File: src/rtl/pc_redirect_ctrl_pkg.sv
// Shared types for the PC redirect controller: state encoding and flush counter width.
// The state is derived from the pending flag and flush count so the encoding cannot drift from them.
package pc_redirect_ctrl_pkg;

    localparam int FLUSH_CNT_W = 3;

    typedef enum logic [1:0] {
        PCC_IDLE  = 2'd0,
        PCC_PEND  = 2'd1,
        PCC_FLUSH = 2'd2
    } pcc_state_e;

    // A parked redirect outranks an active flush.
    function automatic pcc_state_e pcc_state_of(input logic                   pend_vld,
                                                input logic [FLUSH_CNT_W-1:0] flush_cnt);
        if (pend_vld) begin
            return PCC_PEND;
        end
        if (flush_cnt != '0) begin
            return PCC_FLUSH;
        end
        return PCC_IDLE;
    endfunction

endpackage

File: src/rtl/pc_redirect_ctrl.sv
// PC sequencing: merges stall requests, arbitrates trap vs. execute redirects,
// parks a redirect that arrives under hold, and flushes IF/ID after each issued redirect.
//
// state     | meaning
// PCC_IDLE  | nothing parked, no flush in progress; execute jumps accepted
// PCC_PEND  | a redirect is parked waiting for hold to drop
// PCC_FLUSH | flush in progress, nothing parked; execute jumps are squashed
module pc_redirect_ctrl
    import pc_redirect_ctrl_pkg::*;
#(
    parameter int ADDR_W       = 32,
    parameter int FLUSH_CYCLES = 2
) (
    input  logic              clk,
    input  logic              rst,
    input  logic              hold_ex_i,
    input  logic              hold_bus_i,
    input  logic              ex_jmp_en_i,
    input  logic [ADDR_W-1:0] ex_jmp_addr_i,
    input  logic              trap_req_i,
    input  logic [ADDR_W-1:0] trap_addr_i,
    output logic              trap_ack_o,
    output logic              pc_hold_o,
    output logic              pc_jmp_en_o,
    output logic [ADDR_W-1:0] pc_jmp_addr_o,
    output logic              flush_o
);

    // The issue cycle itself is the first flush cycle, so the counter covers the remainder.
    localparam logic [FLUSH_CNT_W-1:0] FLUSH_LOAD = FLUSH_CNT_W'(FLUSH_CYCLES - 1);

    pcc_state_e               state_q;
    logic                     pend_is_trap_q, pend_is_trap_d;
    logic [ADDR_W-1:0]        pend_addr_q, pend_addr_d;
    logic [FLUSH_CNT_W-1:0]   flush_cnt_q, flush_cnt_d;
    logic                     pend_vld_d;

    logic                     hold;
    logic                     pend_vld;
    logic                     ex_ok;
    logic                     issue;
    logic                     ack;
    logic [ADDR_W-1:0]        issue_addr;
    logic [ADDR_W-1:0]        cand_addr;

    always_comb begin
        hold           = hold_ex_i | hold_bus_i;
        pend_vld       = (state_q == PCC_PEND);
        ex_ok          = ex_jmp_en_i && (state_q == PCC_IDLE);
        cand_addr      = trap_req_i ? trap_addr_i : ex_jmp_addr_i;
        pend_vld_d     = pend_vld;
        pend_is_trap_d = pend_is_trap_q;
        pend_addr_d    = pend_addr_q;
        flush_cnt_d    = flush_cnt_q;
        issue          = 1'b0;
        issue_addr     = '0;
        ack            = 1'b0;

        if (pend_vld) begin
            if (!hold) begin
                issue          = 1'b1;
                issue_addr     = pend_addr_q;
                pend_vld_d     = 1'b0;
                pend_is_trap_d = 1'b0;
                flush_cnt_d    = FLUSH_LOAD;
            end else if (trap_req_i && !pend_is_trap_q) begin
                // Trap displaces a parked jump; a second trap waits for the first to issue.
                pend_is_trap_d = 1'b1;
                pend_addr_d    = trap_addr_i;
                ack            = 1'b1;
            end
        end else if (trap_req_i || ex_ok) begin
            ack = trap_req_i;
            if (!hold) begin
                issue       = 1'b1;
                issue_addr  = cand_addr;
                flush_cnt_d = FLUSH_LOAD;
            end else begin
                pend_vld_d     = 1'b1;
                pend_is_trap_d = trap_req_i;
                pend_addr_d    = cand_addr;
            end
        end else if (!hold && (flush_cnt_q != '0)) begin
            flush_cnt_d = flush_cnt_q - 1'b1;
        end
    end

    always_ff @(posedge clk or posedge rst) begin
        if (rst) begin
            state_q        <= PCC_IDLE;
            pend_is_trap_q <= 1'b0;
            pend_addr_q    <= '0;
            flush_cnt_q    <= '0;
        end else begin
            state_q        <= pcc_state_of(pend_vld_d, flush_cnt_d);
            pend_is_trap_q <= pend_is_trap_d;
            pend_addr_q    <= pend_addr_d;
            flush_cnt_q    <= flush_cnt_d;
        end
    end

    // Outputs are forced low while reset is asserted, including the combinational hold path.
    assign pc_hold_o     = hold & ~rst;
    assign pc_jmp_en_o   = issue & ~rst;
    assign pc_jmp_addr_o = rst ? '0 : issue_addr;
    assign trap_ack_o    = ack & ~rst;
    assign flush_o       = ((flush_cnt_q != '0) | issue) & ~rst;

endmodule

File: config.mk
export PLATFORM = sky130hd
export DESIGN_NAME = pc_redirect_ctrl
export DESIGN_NICKNAME = d
export VERILOG_FILES = /design/src/rtl/pc_redirect_ctrl_pkg.sv /design/src/rtl/pc_redirect_ctrl.sv
export SDC_FILE = /design/constraint.sdc
export NUM_CORES = 1
export LEC_CHECK = 0
export CORE_AREA = 5 5 71 73
export CTS_BUF_LIST = sky130_fd_sc_hd__clkbuf_8
export DETAILED_ROUTE_END_ITERATION = 12
export DIE_AREA = 0 0 76 78
export DONT_BUFFER_PORTS = 1
export PLACE_DENSITY = 0.88
export SLEW_MARGIN = 20
export SYNTH_ARGS = -nofsm -noshare
export SYNTH_HDL_FRONTEND = slang
export SYNTH_SLANG_ARGS = --single-unit
File: constraint.sdc
create_clock -name clk -period 1.7 [get_ports clk]
set_input_delay 0.085 -clock clk [delete_from_list [all_inputs] [get_ports clk]]
set_output_delay 0.085 -clock clk [all_outputs]
set_load 0.05 [all_outputs]
==> summary.md, run 1 <==
| Metric | Value |
|---|---|
| Mux contribution to synthesized area | 19.1% |
| Run status | aborted with a tool error |
| Max Buffers Root-to-Sink | 2 |
| H-tree depth | 2 |
| Compound-Gate Fraction of Synth Area | 24.6% |
| Root buf cell | clkbuf_8 |
| I/O pin count | 106 |
| Post-Place Cells | 399 |
| Placer Congestion | 0.823 |
| Yosys warns | 0 |
| Adder-cell share of the synthesized area | 0.913% |
| Die Wd | 76 µm |
| Post-CTS setup buffers | 8 |
| Post-detail-place hpwl | 6.55 mm |
| Post-Syn Instances | 327 |
| Port-buffer cells | 0 |
| Num CTS Buffers | 5 |
| Syn_nets | 399 |
| Initial core utilization | 63.8% |
| Post-Synth Simple-Gate Area | 14.5% |
| Synth top area share | 34.7% |
| CTS resizes | 60 |
| Hold-fix buffers, CTS | 8 |
| Synth top area cells | dfrtp_1 (35%), mux2i_1 (12%), mux2_2 (7.4%) |
| Clock sink total | 38 |
| Synth Area per Inst | 8.38 µm² |
| Stopped at | clock tree synthesis (4_1_cts) |
| Leading area contributor after synthesis | dfrtp_1 |
| Post-Synth XOR/XNOR Area | 0% |
| Combinational family with the most area after synthesis | compound AO/OA/AOI/OAI gates |
| Tool Error | [ERROR DPL-0033] detailed placement checks failed during check placement. |
| Std cell rows | 24 |
| Mapped cell area | 2740 µm² |
| Register area share after synthesis | 34.7% |
| Die height | 78 µm |
| FF+latch count, synth | 38 |
| Placed Area | 3640 µm² |
| Synth cell types | 31 |
[per-stage QoR]
stage / worst slack, ns / hold slack [ns]
after floorplan: -0.0754 / 0.277
after global placement: 0.0813 / 0.133
after detailed placement: -0.0800 / 0.138
[cells by family after synthesis]
kind of cell | after synthesis
AO/OA/AOI/OAI | 106
adder cells (fa/ha/maj) | 2
buffers and inverters | 33
flip-flops | 38
multiplexers | 50
AND/OR/NAND/NOR | 98
[synthesized netlist by cell type, drive strengths merged]
| library cell | number |
|---|---|
| nor2 | 55 |
| dfrtp | 38 |
| nand2 | 34 |
| o21ai | 34 |
| mux2i | 32 |
| a21oi | 31 |
| a22oi | 18 |
| mux2 | 18 |
| clkbuf | 16 |
| a2111oi | 14 |
| buf | 12 |
| inv | 5 |
| a211oi | 2 |
| and3 | 2 |
| ha | 2 |
| nand2b | 2 |
| nor2b | 2 |
| o2bb2ai | 2 |
| or2 | 2 |
| a21o | 1 |
| a31oi | 1 |
| nor3 | 1 |
| o21ba | 1 |
| o221ai | 1 |
| o31ai | 1 |
==> run 2: changes to the inputs <==
--- a/config.mk
+++ b/config.mk
@@ -5,12 +5,11 @@
 export SDC_FILE = /design/constraint.sdc
 export NUM_CORES = 1
 export LEC_CHECK = 0
-export CORE_AREA = 5 5 71 73
-export CTS_BUF_LIST = sky130_fd_sc_hd__clkbuf_8
+export CORE_AREA = 5 5 89 91
 export DETAILED_ROUTE_END_ITERATION = 12
-export DIE_AREA = 0 0 76 78
+export DIE_AREA = 0 0 94 96
 export DONT_BUFFER_PORTS = 1
-export PLACE_DENSITY = 0.88
+export PLACE_DENSITY_LB_ADDON = 0.15
 export SLEW_MARGIN = 20
 export SYNTH_ARGS = -nofsm -noshare
 export SYNTH_HDL_FRONTEND = slang
==> run 2 against run 1 <==
Against the previous run: the flow now finishes, with violations (negative hold slack, negative setup slack); synthesized area is the same; synthesized cell count is the same.
==> summary.md, run 2 <==
| Metric | Value |
|---|---|
| Run status | finished, violations left |
| Failing checks | negative hold slack, negative setup slack |
| Post-Syn Instances | 327 (unchanged) |
| Ys async rst share | 100% (unchanged) |
| Clock sink total | 38 (unchanged) |
| Yosys warns | 0 (unchanged) |
| Vias | 2,770 |
| Pre-antenna DRT Iters | 4 |
| Post-detail-place hpwl | 5.58 mm (-15%) |
| Mapped cell area | 2740 µm² (unchanged) |
| Final Setup Violations | 33 |
| Gr ovfl total | 0 |
| Post-synth EDFFs | 0 (unchanged) |
| Top flop regs | pend_addr_q x32, flush_cnt_q x3, state_q x2 |
| Hold Path Class | primary input to flip-flop |
| Synth cell types | 31 (unchanged) |
| Most frequent cells in the layout | buf_12 (40), dfrtp_1 (38), dlygate4sd3_1 (37) |
| Final min period | 1.93 ns |
| Synth top area cells | dfrtp_1 (35%), mux2i_1 (12%), mux2_2 (7.4%) |
| Final setup margin | -0.229 ns |
| Leading area contributor after synthesis | dfrtp_1 |
| Num CTS Buffers | 5 (unchanged) |
| H-tree depth | 2 (unchanged) |
| Combinational family with the most area after synthesis | compound AO/OA/AOI/OAI gates |
| CP required | 1.62 ns |
| GRT Total Usage | 20.7% |
| Final TNS setup | -5.58 ns |
| Commonest non-fill, non-tap cell in the layout | buf_12 |
| Worst Tran Pin Value | 1.00 ns |
| Initial antenna violation count | 0 |
| Mux contribution to synthesized area | 19.1% (unchanged) |
| Via-to-Cell Ratio | 5.44 |
| Core area | 7060 µm² |
| Synth top area share | 34.7% (unchanged) |
| P_leak | 1.79 nW |
| Placer Congestion | 0.770 (-6.5%) |
| RSZ-0062 raised after global routing | yes |
| Compound-Gate Fraction of Synth Area | 24.6% (unchanged) |
| I/O pin count | 106 (unchanged) |
| Average routed wire per standard cell | 18.3 µm |
| Synth Area per Inst | 8.38 µm² (unchanged) |
| Clk slew on worst S/H paths | 0.08 ns |
| Power Density | 808 nW/µm² |
| Layout Nets | 481 |
| Detail Route Antenna Nets | 0 |
| CTS tree | yes |
| Post-route clock period utilization | 113% |
| Port-buffer cells | 0 (unchanged) |
| Max VDD drop | 0.400 mV |
| Clock skew | 0.00980 ns |
| Post-Synth XOR/XNOR Area | 0% (unchanged) |
| Register area share after synthesis | 34.7% (unchanged) |
| Syn_nets | 399 (unchanged) |
| WHS | -0.00434 ns |
| DR iter-0 viols | 88 |
| Adder-cell share of the synthesized area | 0.913% (unchanged) |
| Max-cap viol count | 0 |
| Std cell rows | 31 (+29%) |
| WP data arrival | 1.84 ns |
| Post-route cell area | 4790 µm² |
| Layout cell share with drive strength beyond 1 | 43.4% |
| Post-Synth Simple-Gate Area | 14.5% (unchanged) |
| Placed Area | 3750 µm² (+2.8%) |
| Final Max Tran Viols | 0 |
| Relative slew margins | 33.2% |
| Number of diodes | 0 |
| Die height | 96 µm (+23%) |
| Root buf cell | clkbuf_8 |
| Critical Path End Type | output pin |
| Global-route wire length before repair | 14.7 mm |
| Synth Flop Type | dfrtp_1 |
| Critical setup path kind | flip-flop to output pin |
| Fillers | 553 |
| Final cell utilization of the core | 67.9% |
| Biggest register | pend_addr_q |
| Post-Place Cells | 447 (+12%) |
| Max Buffers Root-to-Sink | 2 (unchanged) |
| Number of global-route vias before repair | 2,970 |
| Area Overhead vs Synth | 75.0% |
| DRC viols | 0 |
| Top post-synthesis cells by count | nor2_1 (54), dfrtp_1 (38), nand2_1 (34), o21ai_0 (34), mux2i_1 (32) |
| FF+latch count, synth | 38 (unchanged) |
| Fmax | 518 MHz |
| Max FFs per register | 32 |
| Final WL | 9.32 mm |
| Final hold vios | 1 |
| Initial core utilization | 38.8% (-25 points) |
| Worst-skew pair later-pin latency | 0.30 ns |
| Area of the die | 9020 µm² |
| Post-route insts no fill | 509 |
| Die Wd | 94 µm (+24%) |
| Startpoint types | flip-flop |
| Most common cell in the synthesized netlist | nor2_1 |
| Largest net degree at the start of global routing | 45 |
| Critical path fanouts, max | 7 |
==> run 2: cell counts after synthesis <==
No cell type changed its count.
==> run 2: metrics by stage <==
step / power [mW] / setup slack, ns
2_1_floorplan: 2.29 / -0.0754
3_3_place_gp: 2.69 / 0.0181
3_5_place_dp: 2.74 / -0.00443
4_1_cts: 3.79 / -0.203
5_1_grt: 4.11 / -0.288
6_report: 3.87 / -0.229
==> run 2: cell families after synthesis <==
group | Yosys count
compound gates | 106
fa+ha+maj | 2
buf+inv | 33
flops | 38
mux | 50
simple gates | 98
==> run 2: worst paths after layout <==
check                                           startpoint                           to  slack, ns  depth (start not counted)
min in group asynchronous                              rst  pend_addr_q[10]$_DFFE_PP0P_       0.28                          2
worst max register to register        state_q[1]$_DFF_PP0_   pend_addr_q[2]$_DFFE_PP0P_       0.05                          9
worst min-delay path                       trap_addr_i[16]  pend_addr_q[16]$_DFFE_PP0P_     -0.004                          2
worst min register to register  pend_addr_q[0]$_DFFE_PP0P_   pend_addr_q[0]$_DFFE_PP0P_       0.50                          2
max in group asynchronous                              rst   pend_addr_q[4]$_DFFE_PP0P_       0.79                          3
worst max-delay path                  state_q[1]$_DFF_PP0_            pc_jmp_addr_o[30]      -0.23                          8
==> run 2: worst max-delay path: stages (launching register included) <==
cell and delay (ns):
dfrtp_1 0.40, buf_6 0.13, nor2b_4 0.27, buf_12 0.15, buf_12 0.13, a2111oi_2 0.05
a21oi_2 0.21, nor2_4 0.06, buf_12 0.14
==> run 2: cell type report <==
class | instances | area, µm² | share of cell area, %
inverters | 5 | 22.5 | 0.470
flip-flops and latches | 38 | 951 | 19.8
multi-input cells | 256 | 2130 | 44.5
clock inverters | 2 | 12.5 | 0.261
repair buffers | 103 | 1470 | 30.6
well taps | 99 | 124 | 2.58
clock buffers | 6 | 82.6 | 1.72
==> run 2: per-layer routing <==
metal	part of all wire (%)	global-route usage [%]	vias to the layer above
met3	5.9	5.08	11
met1	40	25.1	1333
met4	1.4	6.38	0
met5	0	0	-
li1	-	-	1343
met2	52	36.4	83
==> run 2: what timing repair did <==
item                                   CTS  global route
hold buffers                            37             0
endpoints found under the hold margin   35             0
setup endpoints to repair               34            58
gates cloned                             3             0
setup buffers                           12             2
gates resized for setup                 81            19
pin swaps                                8             9
==> run 2: power breakdown <==
part	internal, mW	leakage, nW	switching [mW]
sequential	1.20	0.467	0.214
clock	0.326	0.0472	0.331
combinational	0.877	1.28	0.930
Note: power is estimated with default switching activity, not from simulation.
==> run 3: changes to the inputs <==
--- a/config.mk
+++ b/config.mk
@@ -5,9 +5,10 @@
 export SDC_FILE = /design/constraint.sdc
 export NUM_CORES = 1
 export LEC_CHECK = 0
-export CORE_AREA = 5 5 89 91
+export ABC_AREA = 1
+export CORE_AREA = 5 5 91 93
 export DETAILED_ROUTE_END_ITERATION = 12
-export DIE_AREA = 0 0 94 96
+export DIE_AREA = 0 0 96 98
 export DONT_BUFFER_PORTS = 1
 export PLACE_DENSITY_LB_ADDON = 0.15
 export SLEW_MARGIN = 20
==> run 3 against run 2 <==
Against the previous run: fmax is 6.9% higher; clock power is 14% lower; critical path depth fell by 1; global-route usage fell by 3.4 points; first-iteration DRC count increased by 13%; critical endpoint is now pc_jmp_addr_o[25]; combinational power up 8%; clock skew shrank 0.0057 ns; the flow finishes with violations (negative setup slack); utilization decreased by 12 points; sequential power is 7% higher.
==> summary.md, run 3 <==
| Metric | Value |
|---|---|
| RSZ-0062 raised after global routing | yes |
| WP data arrival | 1.72 ns (-0.12 ns) |
| Yosys warns | 0 (unchanged) |
| Placed Area | 3700 µm² (-1.2%) |
| Root buf cell | clkbuf_8 |
| Grt met3 use | 4.85% (-0.23 points) |
| P_leak | 1.71 nW (-4.9%) |
| Final Setup Violations | 32 (-3.0%) |
| M1 GR Usage | 22.5% (-2.6 points) |
| Num CTS Buffers | 5 (unchanged) |
| Pre-CTS WS | 0.130 ns (+0.135 ns) |
| Average routed wire per standard cell | 14.7 µm (-20%) |
| Startpoint types | flip-flop |
| Final setup margin | -0.105 ns (+0.124 ns) |
| Port-buffer cells | 0 (unchanged) |
| Vias | 2,980 (+7.6%) |
| Area of the die | 9410 µm² (+4.3%) |
| Final Max Tran Viols | 0 (unchanged) |
| Commonest non-fill, non-tap cell in the layout | nand2_1 |
| Met2 Track Usage GR | 29.0% (-7.4 points) |
| Most common cell in the synthesized netlist | nand2_1 |
| CP required | 1.62 ns (about the same) |
| Synth cell types | 21 (-32%) |
| Reg area | 951 µm² (unchanged) |
| R2R setup slack | 0.06 ns (about the same) |
| Relative slew margins | 68.3% (+35 points) |
| Register area share after synthesis | 33.6% (-1.1 points) |
| Net Sw Power | 1.61 mW (+9.0%) |
| Most frequent cells in the layout | nand2_1 (99), nor2_1 (64), o21ai_0 (39) |
| Final TNS setup | -2.04 ns (+3.54 ns) |
| Worst Tran Pin Value | 0.475 ns (-0.526 ns) |
| Power Density | 961 nW/µm² (+19%) |
| Leading area contributor after synthesis | dfrtp_1 |
| Die Wd | 96 µm (+2.1%) |
| Failing checks | negative setup slack |
| Max-cap viol count | 0 (unchanged) |
| Critical path fanouts, max | 16 (+9) |
| Pre-antenna DRT Iters | 5 (+1) |
| Critical setup path kind | flip-flop to output pin |
| Placer Congestion | 0.795 (+3.3%) |
| Final hold vios | 0 (-1) |
| Global-route wire length before repair | 13.3 mm (-9.4%) |
| CP peak stage delay | 0.40 ns (about the same) |
| Mapped cell area | 2830 µm² (+3.4%) |
| Post-Syn Instances | 434 (+33%) |
| I/O pin count | 106 (unchanged) |
| Max FFs per register | 32 (unchanged) |
| Layout cell share with drive strength beyond 1 | 31.1% (-12 points) |
| Synth top area cells | dfrtp_1 (34%), nand2_1 (13%), nor2_1 (9.4%) |
| Number of global-route vias before repair | 2,801 (-5.7%) |
| Via-to-Cell Ratio | 5.18 (-4.8%) |
| GRT Total Usage | 17.3% (-3.4 points) |
| Crit-path cells | nand2_2, inv_4, buf_4, nor2_1, nand3_1, a21oi_2, buf_12 |
| Post-detail-place hpwl | 5.72 mm (+2.4%) |
| DRC viols | 0 (unchanged) |
| Post-synth EDFFs | 0 (unchanged) |
| Initial core utilization | 38.1% (-0.76 points) |
| Biggest register | pend_addr_q |
| CP max-delay cell | dfrtp_1 |
| Hold Path Class | primary input to flip-flop |
| Clock skew | 0.00412 ns (-0.00568 ns) |
| Internal power | 2.42 mW (+0.78%) |
| Worst-skew pair later-pin latency | 0.28 ns (-0.02 ns) |
| Std cell rows | 32 (+3.2%) |
| Run status | finished, violations left |
| Largest net degree at the start of global routing | 39 (-13%) |
| Seq pwr share | 37.6% (+1.2 points) |
| Clock network power share | 14.0% (-3.0 points) |
| WHS | 0.0143 ns (+0.0186 ns) |
| Fillers | 743 (+34%) |
| GRT busiest layer | met2 |
| Initial antenna violation count | 0 (unchanged) |
| Core area | 7450 µm² (+5.5%) |
| Top post-synthesis cells by count | nand2_1 (100), nor2_1 (71), a21oi_1 (47) |
| Area of the multi-input gates | 1880 µm² (-12%) |
| Detail Route Antenna Nets | 0 (unchanged) |
| Post-route clock period utilization | 106% (-7.3 points) |
| Ys async rst share | 100% (unchanged) |
| Synth Flop Type | dfrtp_1 |
| CP delay by family, top | buffers and inverters |
| Die height | 98 µm (+2.1%) |
| Max VDD drop | 0.393 mV (-1.6%) |
| H-tree depth | 2 (unchanged) |
| Post-route cell area | 4190 µm² (-13%) |
| Area Overhead vs Synth | 47.7% |
| FF+latch count, synth | 38 (unchanged) |
| CTS tree | yes |
| Clock sink total | 38 (unchanged) |
| Fmax | 554 MHz (+6.9%) |
| Top flop regs | pend_addr_q x32, flush_cnt_q x3, state_q x2 |
| Buf/Inv on CP | 3 (-1) |
| Clk slew on worst S/H paths | 0.07 ns (about the same) |
| Combinational Power Share | 48.4% (+1.8 points) |
| Final min period | 1.80 ns (-0.124 ns) |
| Critical Path End Type | output pin |
| Synth top area share | 33.6% (-1.1 points) |
| Gr ovfl total | 0 (unchanged) |
| Syn_nets | 506 (+27%) |
| Synth Area per Inst | 6.53 µm² (-22%) |
| Number of diodes | 0 (unchanged) |
| Switching portion of total power | 39.9% (+1.9 points) |
| DR iter-0 viols | 99 (+13%) |
| Final WL | 8.43 mm (-9.5%) |
| Layout Nets | 545 (+13%) |
| Max Buffers Root-to-Sink | 2 (unchanged) |
==> run 3: cell types whose count changed after synthesis, sizes merged, moves of 5 or more <==
cell / before / now
clkbuf: 16 / 11
nor2: 55 / 75
a21oi: 31 / 47
o21ai: 34 / 48
nand3: 0 / 25
mux2i: 32 / 0
inv: 5 / 28
mux2: 18 / 0
or2: 2 / 18
nand2: 34 / 103
a2111oi: 14 / 0
buf: 12 / 20
==> run 3: path summary, 6_finish.rpt <==
path / from / to / depth (start not counted)
setup / recovery: state_q[0]$_DFF_PP0_ / pc_jmp_addr_o[25] / 7
hold / removal: trap_addr_i[7] / pend_addr_q[7]$_DFFE_PP0P_ / 2
setup reg to reg: state_q[1]$_DFF_PP0_ / pend_addr_q[28]$_DFFE_PP0P_ / 12
hold reg to reg: pend_addr_q[29]$_DFFE_PP0P_ / pend_addr_q[29]$_DFFE_PP0P_ / 2
max in group asynchronous: rst / flush_cnt_q[1]$_DFF_PP0_ / 3
min in group asynchronous: rst / pend_addr_q[30]$_DFFE_PP0P_ / 3
==> run 3: cells by family (layout without fill, tap and decap cells) <==
| family | after synthesis | count (layout) | synth area share, % |
|---|---|---|---|
| AND/OR/NAND/NOR | 222 | 222 | 33.0 |
| AO/OA/AOI/OAI | 113 | 113 | 22.3 |
| buffers and inverters | 59 | 98 | 10.2 |
| flip-flops | 38 | 38 | 33.6 |
| adder cells (fa/ha/maj) | 2 | 2 | 0.883 |
==> run 3: per-stage QoR <==
stage / utilization, % / power [mW] / instances
6_report: 56.2 / 4.03 / 575
5_1_grt: 56.2 / 4.36 / 575
2_1_floorplan: - / 2.82 / 434
3_5_place_dp: 49.7 / 3.27 / 551
4_1_cts: 53.1 / 3.98 / 572
3_3_place_gp: 49.7 / 3.21 / 551
==> run 3: cell type report <==
cell class,instances,share of cell area [%]
inverter,28,2.90
clock buffer,7,1.82
multi-input combinational,337,44.9
sequential,38,22.7
tap,102,3.05
timing repair buffer,63,24.6
==> run 3: power by group through the flow <==
stage	registers, mW	clock network (mW)	logic (mW)
floorplan	1.48	0	1.34
global placement	1.51	0	1.70
detailed placement	1.52	0	1.75
CTS	1.51	0.590	1.88
global route	1.57	0.624	2.17
finish	1.51	0.565	1.95
==> run 3: worst register-to-register path: stages, from the launching register on <==
cell and delay [ns]:
dfrtp_1 0.39, inv_2 0.06, nand2_2 0.08, inv_4 0.11, buf_12 0.14, nor2_1 0.05
o21ai_0 0.07, inv_1 0.08, buf_4 0.13, buf_4 0.12, buf_4 0.12, a21oi_1 0.12
o21ai_1 0.07
==> run 3: what timing repair did <==
action | in CTS | in global routing
gates cloned | 1 | 3
pin swaps | 3 | 6
gates resized for setup | 8 | 35
hold endpoints to repair | 45 | 0
setup endpoints to repair | 33 | 36
buffers inserted | 5 | 0
hold buffers | 8 | 0
==> run 3: metal layers <==
layer / share of wire, % / vias up
met5: 0 / -
met4: 0.60 / 0
met3: 8.4 / 5
met2: 50 / 92
met1: 41 / 1387
li1: - / 1496
==> run 4: changes to the inputs <==
--- a/config.mk
+++ b/config.mk
@@ -6,9 +6,9 @@
 export NUM_CORES = 1
 export LEC_CHECK = 0
 export ABC_AREA = 1
-export CORE_AREA = 5 5 91 93
+export CORE_AREA = 5 5 78 80
 export DETAILED_ROUTE_END_ITERATION = 12
-export DIE_AREA = 0 0 96 98
+export DIE_AREA = 0 0 83 85
 export DONT_BUFFER_PORTS = 1
 export PLACE_DENSITY_LB_ADDON = 0.15
 export SLEW_MARGIN = 20
==> run 4 against run 3 <==
Against the previous run: total power up 15%; routed wire length up 26%; via count up 10%; die area down 25%; the flow finishes with violations (negative hold slack, negative setup slack); sequential cell count unchanged; critical path type unchanged; worst hold slack worse by 0.023 ns; combinational power up 18%; sequential power up 3%; non-clock buffer count up 9; clock-buffer cell count down 2; sequential share of layout area down 1.8 points.
==> summary.md, run 4 (same netlist as run 3, synthesis figures left out) <==
| Metric | Value |
|---|---|
| Initial core utilization | 53.1% (+15 points) |
| Top flop regs | pend_addr_q x32, flush_cnt_q x3, state_q x2 |
| Initial antenna violation count | 0 (unchanged) |
| Std cell rows | 27 (-16%) |
| Hold Path Class | primary input to flip-flop |
| R2r startpoint | state_q[0]$_DFF_PP0_ |
| Commonest non-fill, non-tap cell in the layout | nand2_1 |
| Die height | 85 µm (-13%) |
| P_leak | 1.85 nW (+8.4%) |
| Area of the multi-input gates | 2150 µm² (+14%) |
| Critical setup path kind | flip-flop to output pin |
| Final hold vios | 3 (+3) |
| Layout cell share with drive strength beyond 1 | 41.0% (+9.9 points) |
| Max Buffers Root-to-Sink | 2 (unchanged) |
| Root buf cell | clkbuf_8 |
| Crit-path cells | inv_2, nand2_8, nor2_2, buf_4, nand2_1, a21oi_2, buf_12 |
| Failing checks | negative hold slack, negative setup slack |
| Startpoint types | flip-flop |
| Fmax | 522 MHz (-5.9%) |
| Critical path fanouts, max | 13 (-3) |
| Core area | 5340 µm² (-28%) |
| CP peak stage delay | 0.41 ns (about the same) |
| Post-detail-place hpwl | 5.73 mm (+0.27%) |
| WP data arrival | 1.83 ns (+0.11 ns) |
| Most frequent cells in the layout | nand2_1 (84), nor2_1 (46), dfrtp_1 (38) |
| Largest net degree at the start of global routing | 47 (+21%) |
| H-tree depth | 2 (unchanged) |
| Layout Nets | 554 (+1.7%) |
| Worst hold path startpoint | trap_addr_i[3] |
| Post-route clock period utilization | 113% (+6.6 points) |
| Final TNS setup | -5.51 ns (-3.47 ns) |
| Clock sink total | 38 (unchanged) |
| Gr ovfl total | 0 (unchanged) |
| Placer Congestion | 0.815 (+2.5%) |
| Area Overhead vs Synth | 60.7% |
| Power Density | 1020 nW/µm² (+5.6%) |
| Final setup margin | -0.217 ns (-0.112 ns) |
| RSZ-0062 raised after global routing | yes |
| Run status | finished, violations left |
| Worst-skew pair later-pin latency | 0.30 ns (+0.02 ns) |
| Pwr Total | 4.62 mW (+15%) |
| Reg area | 951 µm² (unchanged) |
| Detail Route Antenna Nets | 0 (unchanged) |
| Crit path from | state_q[1]$_DFF_PP0_ |
| I/O pin count | 106 (unchanged) |
| Post-Place Cells | 522 (-5.3%) |
| Max VDD drop | 0.728 mV (+85%) |
| Clk slew on worst S/H paths | 0.08 ns (about the same) |
| Via-to-Cell Ratio | 5.92 (+14%) |
| Worst Tran Pin Value | 0.482 ns (+0.00684 ns) |
| Num CTS Buffers | 5 (unchanged) |
| CTS tree | yes |
| WHS | -0.00859 ns (-0.0229 ns) |
| Fillers | 298 (-60%) |
| DRC viols | 0 (unchanged) |
| Vias | 3,285 (+10%) |
| Final min period | 1.92 ns (+0.112 ns) |
| CP max-delay cell | dfrtp_1 |
| Area of the die | 7060 µm² (-25%) |
| Max-cap viol count | 0 (unchanged) |
| DR iter-0 viols | 273 (+180%) |
| Die Wd | 83 µm (-14%) |
| Critical Path End Type | output pin |
| Global-route wire length before repair | 15.0 mm (+12%) |
| Biggest register | pend_addr_q |
| Relative slew margins | 67.9% (-0.46 points) |
| Port-buffer cells | 0 (unchanged) |
| Post-route insts no fill | 555 (-3.5%) |
| Number of global-route vias before repair | 3,167 (+13%) |
| Pre-antenna DRT Iters | 6 (+1) |
| Final Setup Violations | 47 (+47%) |
| Average routed wire per standard cell | 19.1 µm (+30%) |
| GRT Total Usage | 25.7% (+8.4 points) |
| Final Max Tran Viols | 0 (unchanged) |
| CP required | 1.62 ns (about the same) |
| Number of diodes | 0 (unchanged) |
| Final WL | 10.6 mm (+26%) |
| Clock skew | 0.0113 ns (+0.00717 ns) |
| Max FFs per register | 32 (unchanged) |
[run 4: cell count changes in the layout (fill, tap and decap cells not counted), sizes merged]
cell / previous run / this run
clkbuf: 9 / 7
clkinvlp: 1 / 3
bufinv: 0 / 1
buf: 52 / 61
[run 4: layout make-up]
type	instances	share of cell area [%]
tap	72	1.98
sequential	38	20.9
timing repair buffer	72	24.7
clock buffer	5	1.51
inverter	28	2.72
clock inverter	3	0.989
multi-input combinational	337	47.2
[run 4: layer usage]
metal	track usage, %	wire [µm]	up-vias
met4	8.32	289	0
met3	7.38	865	27
li1	-	-	1519
met1	27.8	3760	1585
met2	48.1	5700	154
met5	0	0	-
[run 4: path summary, 6_finish.rpt]
path,to,slack (ns),depth (start not counted)
worst max register to register,pend_addr_q[6]$_DFFE_PP0P_,-0.05,8
worst min register to register,pend_addr_q[17]$_DFFE_PP0P_,0.49,2
worst max-delay path,pc_jmp_addr_o[4],-0.22,7
max in group asynchronous,pend_addr_q[21]$_DFFE_PP0P_,1.00,3
min in group asynchronous,pend_addr_q[4]$_DFFE_PP0P_,0.36,3
worst min-delay path,pend_addr_q[3]$_DFFE_PP0P_,-0.009,2
[run 4: repair_timing]
| action | 4_1_cts | 5_1_grt |
|---|---|---|
| gates cloned | 3 | 2 |
| endpoints found under the setup margin | 33 | 67 |
| buffers inserted | 5 | 7 |
| resized for setup | 49 | 79 |
| hold buffers | 8 | 0 |
| pin swaps | 19 | 37 |
| hold endpoints to repair | 45 | 0 |
[run 4: per-stage QoR]
stage | setup slack, ns | area, µm² | util, %
CTS | -0.116 | 4130 | 77.4
global route | -0.300 | 4550 | 85.3
detailed placement | 0.137 | 3660 | 68.6
global placement | 0.206 | 3660 | 68.6
finish | -0.217 | 4550 | 85.3
floorplan | 0.0165 | 2960 | -
[run 4: power by group]
part / leakage (nW) / switching, mW / internal [mW]
Clock: 0.0504 / 0.341 / 0.436
Combinational: 1.34 / 1.34 / 0.957
Sequential: 0.462 / 0.247 / 1.30
Total: 1.85 / 1.93 / 2.70
[run 4: critical path, delay by kind of cell (launching register included)]
family                 cells  cell delay [ns]
DFF                        1             0.41
buffers and inverters      3             0.52
and+or+nand+nor            3             0.39
AOI/OAI and AO/OA          1             0.22
